[src/rtl/sub_serial_pkg.sv]
// Shared types and constants for the bit-serial subtractor.
// Latency: n/a (declarations only).
// Backpressure: n/a.
package sub_serial_pkg;

  // Default operand/result width.
  localparam int SUB_SERIAL_WIDTH = 8;

  // Controller state encoding, 2 bits wide.
  typedef logic [1:0] state_t;

  localparam state_t ST_IDLE = 2'd0;
  localparam state_t ST_SUB  = 2'd1;
  localparam state_t ST_DONE = 2'd2;

endpackage

[src/rtl/sub_serial_fs.sv]
// 1-bit full subtractor: d = a - b - bin, with borrow out.
// Latency: combinational.
// Backpressure: none.
module sub_serial_fs (
  input  logic a,
  input  logic b,
  input  logic bin,
  output logic d,
  output logic bout
);

  assign d    = a ^ b ^ bin;
  assign bout = (~a & b) | (~a & bin) | (b & bin);

endmodule

[src/rtl/sub_serial.sv]
// Bit-serial subtractor: out = (a - b) mod 2^WIDTH, one bit per cycle, LSB first.
// Latency: done rises WIDTH cycles after en is sampled in IDLE; one result per WIDTH+2 cycles.
// Backpressure: four-phase en/done level handshake; en ignored while busy.
// Optional: define SUB_SERIAL_SAT_EN to floor a negative result to zero (borrow still reported).
module sub_serial
  import sub_serial_pkg::*;
#(
  parameter int WIDTH = SUB_SERIAL_WIDTH
) (
  input  logic             clk,
  input  logic             rst,
  input  logic             en,
  input  logic [WIDTH-1:0] a,
  input  logic [WIDTH-1:0] b,
  output logic [WIDTH-1:0] out,
  output logic             borrow,
  output logic             busy,
  output logic             done
);

  localparam int CW = $clog2(WIDTH);
  localparam logic [CW-1:0] LAST = CW'(WIDTH - 1);

  state_t           state;
  logic [WIDTH-1:0] a_reg;
  logic [WIDTH-1:0] b_reg;
  logic [CW-1:0]    count;
  logic             brw;
  logic             fs_d;
  logic             fs_bout;
  logic             last_bit;

  // Single bit slice; the shift registers present the current LSB pair.
  sub_serial_fs u_fs (
    .a    (a_reg[0]),
    .b    (b_reg[0]),
    .bin  (brw),
    .d    (fs_d),
    .bout (fs_bout)
  );

  assign last_bit = (count == LAST);

  // Controller: start on en in IDLE, run WIDTH bit steps, hold DONE until en drops.
  always_ff @(posedge clk) begin
    if (rst) begin
      state <= ST_IDLE;
    end else begin
      case (state)
        ST_IDLE: if (en) state <= ST_SUB;
        ST_SUB:  if (last_bit) state <= ST_DONE;
        ST_DONE: if (!en) state <= ST_IDLE;
        default: state <= ST_IDLE;
      endcase
    end
  end

  // Datapath: capture operands on start, then shift one difference bit in per SUB cycle.
  always_ff @(posedge clk) begin
    if (rst) begin
      a_reg <= '0;
      b_reg <= '0;
      count <= '0;
      brw   <= 1'b0;
      out   <= '0;
    end else if (state == ST_IDLE) begin
      if (en) begin
        a_reg <= a;
        b_reg <= b;
        count <= '0;
        brw   <= 1'b0;
        out   <= '0;
      end
    end else if (state == ST_SUB) begin
      a_reg <= a_reg >> 1;
      b_reg <= b_reg >> 1;
      brw   <= fs_bout;
      count <= count + 1'b1;
`ifdef SUB_SERIAL_SAT_EN
      // A final borrow means a < b: clamp to zero instead of wrapping.
      if (last_bit && fs_bout) begin
        out <= '0;
      end else begin
        out <= {fs_d, out[WIDTH-1:1]};
      end
`else
      out <= {fs_d, out[WIDTH-1:1]};
`endif
    end
  end

  // All flags decode from registered state/borrow only.
  assign busy   = (state == ST_SUB);
  assign done   = (state == ST_DONE);
  assign borrow = brw;

endmodule

[config.mk]
export PLATFORM = sky130hd
export DESIGN_NAME = sub_serial
export DESIGN_NICKNAME = d
export VERILOG_FILES = /design/src/rtl/sub_serial_pkg.sv /design/src/rtl/sub_serial_fs.sv /design/src/rtl/sub_serial.sv
export SDC_FILE = /design/constraint.sdc
export NUM_CORES = 1
export LEC_CHECK = 0
export BUFFER_PORTS_ARGS = -buffer_cell sky130_fd_sc_hd__buf_4
export CORE_UTILIZATION = 45
export CTS_BUF_LIST = sky130_fd_sc_hd__clkbuf_4 sky130_fd_sc_hd__clkbuf_8
export DETAILED_ROUTE_END_ITERATION = 12
export PLACE_DENSITY_LB_ADDON = 0.15
export RECOVER_POWER = 25
export SYNTH_ARGS = -nofsm -noshare
export SYNTH_HDL_FRONTEND = slang
export SYNTH_SLANG_ARGS = --single-unit
[constraint.sdc]
create_clock -name clk -period 1.07 [get_ports clk]
set_input_delay 0.1605 -clock clk [delete_from_list [all_inputs] [get_ports clk]]
set_output_delay 0.1605 -clock clk [all_outputs]
set_load 0.02 [all_outputs]
# Word-level counts from Yosys, hierarchy flattened
# Cells that the tools add are included.
[totals] regBits=30 word_cells=44 in_bits=19
[op_classes] reduce_logical=4 eq_ne=6 mux=19 addsub=1 n_bitwise=8
[ops] op="$mux 8" n=9
[ops] op="$mux 3" n=3
[ops] op="$mux 2" n=3
[ops] op="$pmux 2 s3" n=1
[ops] op="$ne 2x2->1 const B" n=2
[ops] op="$add 3x1->3 const B" n=1
[ops] op="$and 1x1->1" n=3
[ops] op="$eq 3x3->1 const B" n=1
[ops] op="$mux 1" n=3
[ops] op="$reduce_and 3->1" n=1
[ops] op="$eq 2x1->1 const B" n=1
[ops] op="$eq 2x2->1 const B" n=1
[ops] op="$logic_not 2->1" n=1
[ops] op="$ne 2x1->1 const B" n=1
[ops] op="$or 1x1->1" n=2
[ops] op="$reduce_and 2->1" n=1
[ops] op="$reduce_bool 2->1" n=1
[ops] op="$xor 1x1->1" n=2
[ops] op="$not 1->1" n=1

# Logic depth before layout (Yosys ltp)
# Gate-level depths: netlist (run 1).
[depth] depth_word=6 mapped_depth=5 depth_no_buf=5

# Hierarchy
# Synthesis (run 1) repeated with hierarchy kept, for this count alone.
[hier_totals] hier_cells=125 hier_area_um2=1255.0
[modules_own_cells] mod="sub_serial" n_inst=1 cells_each=122 seq_area_each_um2=600.6 area_per_inst_um2=1227.4
[modules_own_cells] mod="sub_serial_fs" n_inst=1 cells_each=3 seq_area_each_um2=0.0 area_per_inst_um2=27.5

# Worst setup path after synthesis (run 1)
# No wires, ideal clock.
[synth_path] path_kind="reg-to-reg" startpoint="reg brw (netlist: borrow)" endpoint="reg out[7]" synth_period_minus_slack_ns=1.275 path_buffers=0 arrival_time_ns=1.148 path_stages_with_launch=5 required_time_ns=0.942 path_slack_ns=-0.205 path_cell_list="dfxtp_1 fa_1 inv_1 a22oi_1 nor2_1"
[synth_via] elab_chain_cells=3
[synth_lines] item="start: declaration" line="sub_serial.sv:28" rtl="logic brw;"
[synth_lines] item="start signal: assignment" line="sub_serial.sv:77" rtl="brw <= fs_bout;"
[synth_lines] item="$xor 1x1->1" line="sub_serial_fs.sv:12" rtl="assign d = a ^ b ^ bin;"
[synth_lines] item="$mux 8" line="sub_serial.sv:74" rtl="end else if (state == ST_SUB) begin"
[synth_lines] item="$mux 8" line="sub_serial.sv:66" rtl="end else if (state == ST_IDLE) begin"
[synth_lines] item="end signal: assignment" line="sub_serial.sv:87" rtl="out <= {fs_d, out[WIDTH-1:1]};"
[synth_lines] item="end: declaration" line="sub_serial.sv:15" rtl="output logic [WIDTH-1:0] out,"
# No other way between the ends. The select of a mux whose other input is x is not followed.
# A chain may end at the register's enable or synchronous reset.

# Final worst setup path (run 1)
[layout_path] startpoint="reg state[0]" endpoint="reg a_reg[4]"
[layout_via] elab_chain_cells=3
[layout_lines] item="start: declaration" line="sub_serial.sv:24" rtl="state_t state;"
[layout_lines] item="start signal: assignment" line="sub_serial.sv:47" rtl="state <= ST_IDLE;"
[layout_lines] item="start signal: assignment" line="sub_serial.sv:50" rtl="ST_IDLE: if (en) state <= ST_SUB;"
[layout_lines] item="start signal: assignment" line="sub_serial.sv:51" rtl="ST_SUB: if (last_bit) state <= ST_DONE;"
[layout_lines] item="$eq 2x1->1 / $logic_not 2->1 (equally long branches)" line="sub_serial.sv:74, sub_serial.sv:66"
[layout_lines] item="$reduce_bool 2->1 (no line) / $ne 2x2->1 (equally long branches)"
[layout_lines] item="$reduce_and 2->1 (no line)"
[layout_lines] item="end signal: assignment" line="sub_serial.sv:75" rtl="a_reg <= a_reg >> 1;"
[layout_lines] item="end: declaration" line="sub_serial.sv:25" rtl="logic [WIDTH-1:0] a_reg;"
# Parallel ways exist; a longest one is shown, timed or not.

==> flow_metrics.tcl, run 1 <==
set metrics [dict create \
    outcome "complete, but fails checks" \
    failed_checks "setup timing" \
    clkSinkCount 30 \
    tns_ps -3477 \
    setup_viol 31 \
    worst_pin_slew_ps 408.8 \
    die_area_um2 3114 \
    grt_pass1_vias 1178 \
    dr.pass1.iters 4 \
    p_per_area_nw_per_um2 1199 \
    final_nets 200 \
    io_buffers 29 \
    grt.met2_usage 0.4010 \
    clkSlewWorstSetupHoldPaths_ps 90 \
    core_um2 2758 \
    finalHoldViolations 0 \
    synth_top_family_by_area "compound AO/OA/AOI/OAI gates" \
    viasPerCell 5.486 \
    synthCells 125 \
    syn_to_final_growth_pct 53.31 \
    worstRegToRegCells 5 \
    cp.depth 5 \
    yosysWarnings 0 \
    syn_avg_cell_area_um2 10.42 \
    dominantRegCellSynth "dfxtp_1" \
    period_needed_ps 1284 \
    cp.arrival_ps 1510 \
    grt_max_degree 31 \
    grt.met3_usage 0.05349 \
    io_pins 30 \
    track_usage 0.2283 \
    period_share 1.200 \
    rows 19 \
    slowest_stage "dfxtp_4" \
    cp.required_ps 1290 \
    h-tree-depth 2 \
    ir_worst_vdd_uv 927.4 \
    crit_buf_inv 3 \
    drc 0 \
    grt_pass1_wl_um 5423 \
    hold_path_class "in -> reg" \
    die_h_um 55.80 \
    drt_iter0_markers 21 \
    clock_path_buffers 2 \
    power.static_leakage_uw 0.0008330 \
    place_hpwl_um 1724 \
    cap_violations 0 \
    synth_seq_cells 30 \
    top_usage_layer "met2" \
    synth-xor-area-share 0 \
    synthArstFlopShare 0 \
    drv_slew 0 \
    ys_types 20 \
    totalWireLength_um 3211 \
    max_freq_mhz 778.9 \
    synthAdderAreaFrac 0.03458 \
    cp-start-kind "flop" \
    synth_top_area_frac 0.4611 \
    grt_setup_unrepaired "yes" \
    wire_per_inst_um 15.44 \
    tritoncts "done" \
    startpoint "state[0]$_SDFFE_PP0P_" \
    ys_seq_area_frac 0.4611 \
    cpPeakStageDelay_ps 360 \
    antennaDiodeCount 0 \
    path_cells "buf_6 -> o21ba_4 -> buf_6 -> buf_6 -> a211oi_2" \
    drive_gt1_frac 0.5932 \
    fin_ws_ps -213.9 \
    timing.slew.headroom 0.7275 \
    synth-simple-area-share 0.1114 \
    dieWidth_um 55.80 \
    initial_core_util 0.4723 \
    routabilityCongestion 0.6743 \
    antenna_found_initial 0 \
    synth_compound_area_frac 0.2248 \
    cts-buffers-inserted 5 \
    hp-start "a[7]" \
    netlist_area_um2 1302 \
    cpLargestDelayFamily "compound AO/OA/AOI/OAI gates" \
    path_common_cell "buf_6" \
    synth_most_common_cell "dfxtp_1" \
    ant_nets 0 \
    critical_path_class "reg -> reg" \
    critPathCaptureType "flop" \
    whs_path_depth 3 \
    synth_edf_count 0 \
    syn_nets 147 \
    grt_overflow 0 \
    ys_top_cells_by_area "dfxtp_1, mux2i_1, a211oi_2, nor2_1, a22oi_1" \
    insertion_delay_ps 320 \
    ys_top_cells_by_count "dfxtp_1, nor2_1, mux2i_1" \
    r2r_start "state[0]$_SDFFE_PP0P_" \
    post-route-util 0.7241 \
    cts_root_buf "clkbuf_4" \
    critPathMaxFanout 6 \
    vias 1141 \
    synth.area.mux_share 0.1076 \
    synth_area_leader_cell "dfxtp_1" \
    globalRouteMet1Util 0.2688 \
    fin_skew_ps 12.85 \
]
cell usage in the layout (no fill, tap or decap):
master,Yosys,final
a21oi_2,0,1
ha_2,0,1
buf_16,0,1
clkbuf_4,0,5
ha_4,0,1
o21ai_1,0,1
fa_2,0,1
clkbuf_8,0,1
clkbuf_16,0,1
dfxtp_1,30,23
a22oi_1,12,1
a21oi_1,2,1
buf_12,0,1
nor4bb_1,1,1
dfxtp_2,0,6
o21bai_4,0,1
mux2i_1,14,14
dfxtp_4,0,1
o21ba_4,0,1
clkbuf_2,0,1
nor2_1,29,29
nand4bb_1,1,1
buf_6,4,16
a22oi_2,0,11
inv_1,2,1
a211oi_2,10,16
nor2b_4,0,2
buf_4,0,36
inv_2,0,1
per-layer routing:
| layer | wire length, um | part of all wire |
|---|---|---|
| met3 | 147 | 0.046 |
| met4 | 29 | 0.0090 |
| met5 | 0 | 0 |
| met2 | 1667 | 0.52 |
| met1 | 1367 | 0.43 |
cell type report:
class | count | area, um^2
Timing Repair Buffer | 56 | 528.0
Inverter | 2 | 7.507
Tap cell | 31 | 38.79
Fill cell | 205 | 760.7
Sequential cell | 30 | 611.8
Multi-Input combinational cell | 83 | 759.5
Clock buffer | 6 | 51.30
worst paths after layout:
check	end	slack (ps)
setup / recovery	a_reg[4]$_SDFFE_PP0P_	-210
hold / removal	a_reg[7]$_SDFFE_PP0P_	160
setup reg to reg	a_reg[4]$_SDFFE_PP0P_	-210
hold reg to reg	a_reg[7]$_SDFFE_PP0P_	520
report_power, final:
group          switching, uW  internal [uW]
combinational            244            287
sequential              38.9           1180
clock                    347            296
total                    630           1760
worst reg2reg max path, cell delays in order, from the launching register on:
cell	delay [ps]
dfxtp_4	360
buf_6	130
o21ba_4	250
buf_6	150
buf_6	110
a211oi_2	190
kinds of logic (layout without fill, tap and decap cells):
family	Yosys count	count (layout)
adder cells (fa/ha/maj)	3	3
flip-flops	30	30
buffers and inverters	12	64
multiplexers	14	14
AO/OA/AOI/OAI	33	33
AND/OR/NAND/NOR	33	33
through the flow:
stage | hold WS (ps) | instance area, um^2 | total power [uW] | cells | setup slack (ps)
2_1_floorplan | 308.8 | 1318 | 1488 | 125 | -160.3
3_3_place_gp | 447.7 | 1614 | 1602 | 189 | -119.0
3_5_place_dp | 464.0 | 1614 | 1621 | 189 | -158.2
4_1_cts | 131.1 | 1914 | 2372 | 203 | -189.0
5_1_grt | 156.2 | 1997 | 2520 | 208 | -264.2
6_report | 159.3 | 1997 | 2394 | 208 | -213.9
what timing repair did:
action                                  CTS  global route
gates cloned                              3             1
endpoints found under the setup margin   30            36
hold buffers                              0             0
gates resized for setup                  41            11
buffers inserted                          5             6
pin swaps                                10            13
Power figures use the tool's default switching activity.
==> inputs of run 2 (changes only) <==
Settings changed: SETUP_SLACK_MARGIN set to 0.5.
==> flow_metrics.tcl, run 2 (same netlist as run 1, synthesis figures left out) <==
set metrics [dict create \
    drv_slew 0 \
    multi_input_area_um2 795.8 \
    core_um2 2758 \
    tns_ps -4541 \
    dieWidth_um 55.80 \
    cap_violations 0 \
    layout_common_cells "buf_4, buf_6, nor2_1" \
    track_usage 0.2254 \
    syn_to_final_growth_pct 70.80 \
    power.static_leakage_uw 0.0009163 \
    wire_per_inst_um 16.67 \
    ir_worst_vdd_uv 1408 \
    cts_root_buf "clkbuf_4" \
    fin_ws_ps -188.1 \
    antenna_found_initial 0 \
    regArea_um2 623.1 \
    h-tree-depth 2 \
    viasPerCell 5.606 \
    timing.slew.headroom 0.7355 \
    fin_hold_ws_ps 102.1 \
    drc 0 \
    vias 1194 \
    final_common_cell "buf_4" \
    grt_max_degree 31 \
    critical_path_class "reg -> reg" \
    totalWireLength_um 3551 \
    finalHoldViolations 0 \
    period_share 1.176 \
    setup_viol 31 \
    io_buffers 29 \
    p_per_area_nw_per_um2 1348 \
    critPathCaptureType "flop" \
    cp.required_ps 1300 \
    clkSinkCount 30 \
    cts-buffers-inserted 5 \
    io_pins 30 \
    drive_gt1_frac 0.6648 \
    critPathMaxFanout 2 \
    clkSlewWorstSetupHoldPaths_ps 110 \
    cp.arrival_ps 1490 \
    fin_skew_ps 15.54 \
    hold_path_class "in -> reg" \
    period_needed_ps 1258 \
    ant_nets 0 \
    totalPowerFinal_uw 2999 \
    cts_hold_buf 0 \
    final_nets 203 \
    grt_setup_unrepaired "yes" \
    place_hpwl_um 1818 \
    initial_core_util 0.4723 \
    worst_pin_slew_ps 396.7 \
    insertion_delay_ps 340 \
    clock_path_buffers 2 \
    outcome "complete, but fails checks" \
    antennaDiodeCount 0 \
    fill_cells 162 \
    rows 19 \
    die_h_um 55.80 \
    dr.pass1.iters 4 \
    grt_pass1_vias 1161 \
    routabilityCongestion 0.6491 \
    die_area_um2 3114 \
    max_freq_mhz 794.9 \
    tritoncts "done" \
    cp-start-kind "flop" \
    drt_iter0_markers 22 \
    grt_overflow 0 \
    failed_checks "setup timing" \
    grt_pass1_wl_um 5257 \
]
run 2: cell types whose count changed in the layout (fill, tap and decap cells not counted), moves of 4 or more:
cell     delta
a22oi_1     +4
a22oi_2     -4
buf_12      +5
buf_4       -6
buf_6       +4
dfxtp_1     -7
dfxtp_2     +6
nor2_1     -10
nor2_2      +9
run 2: final cells by class:
type	count	area share
clock buffers	6	0.02306
clock inverters	2	0.02700
inverters	2	0.003375
multi-input cells	83	0.3577
flip-flops and latches	30	0.2801
well taps	31	0.01744
repair buffers	59	0.2913
run 2: per-layer routing:
layer / GRT usage / up-vias / wire [um]
met3: 0.06977 / 5 / 115
met5: 0 / - / 0
met1: 0.2618 / 600 / 1486
li1: - / 567 / -
met4: 0.08214 / 0 / 34
met2: 0.3890 / 22 / 1914
run 2: path summary, 6_finish.rpt:
path	from	end	slack [ps]	cells past startpoint
hold / removal	a[7]	a_reg[7]$_SDFFE_PP0P_	100	3
hold reg to reg	a_reg[7]$_SDFFE_PP0P_	a_reg[7]$_SDFFE_PP0P_	500	2
setup reg to reg	borrow$_SDFFE_PP0P_	out[7]$_SDFFE_PP0P_	-190	4
setup / recovery	borrow$_SDFFE_PP0P_	out[7]$_SDFFE_PP0P_	-190	4
run 2: critical path, cell delays in order (launching register included):
cell and delay [ps]:
dfxtp_2 340, fa_1 530, inv_1 40, a22oi_1 180, nor2_1 60
run 2: power by group:
part / leakage [uW] / total [uW] / switching (uW) / internal [uW]
logic: 0.000605 / 570 / 252 / 318
clock network: 0.0000585 / 1200 / 410 / 791
registers: 0.000253 / 1230 / 48.3 / 1180
total: 0.000916 / 3000 / 711 / 2290
run 2: through the flow:
| step | util | setup WS [ps] | instances | area, um^2 |
|---|---|---|---|---|
| after floorplan | - | -160.3 | 125 | 1443 |
| after global placement | 0.6239 | -122.3 | 183 | 1720 |
| after detailed placement | 0.6239 | -149.2 | 183 | 1720 |
| after CTS | 0.7736 | -180.9 | 209 | 2133 |
| after global routing | 0.8067 | -253.7 | 213 | 2225 |
| final | 0.8067 | -188.1 | 213 | 2225 |
run 2: timing repair:
item                       4_1_cts  5_1_grt
hold endpoints to repair         0        0
pin swaps                        0        4
gates cloned                     1        2
setup endpoints to repair       41       41
buffers inserted                17        2
resized for setup               35        8
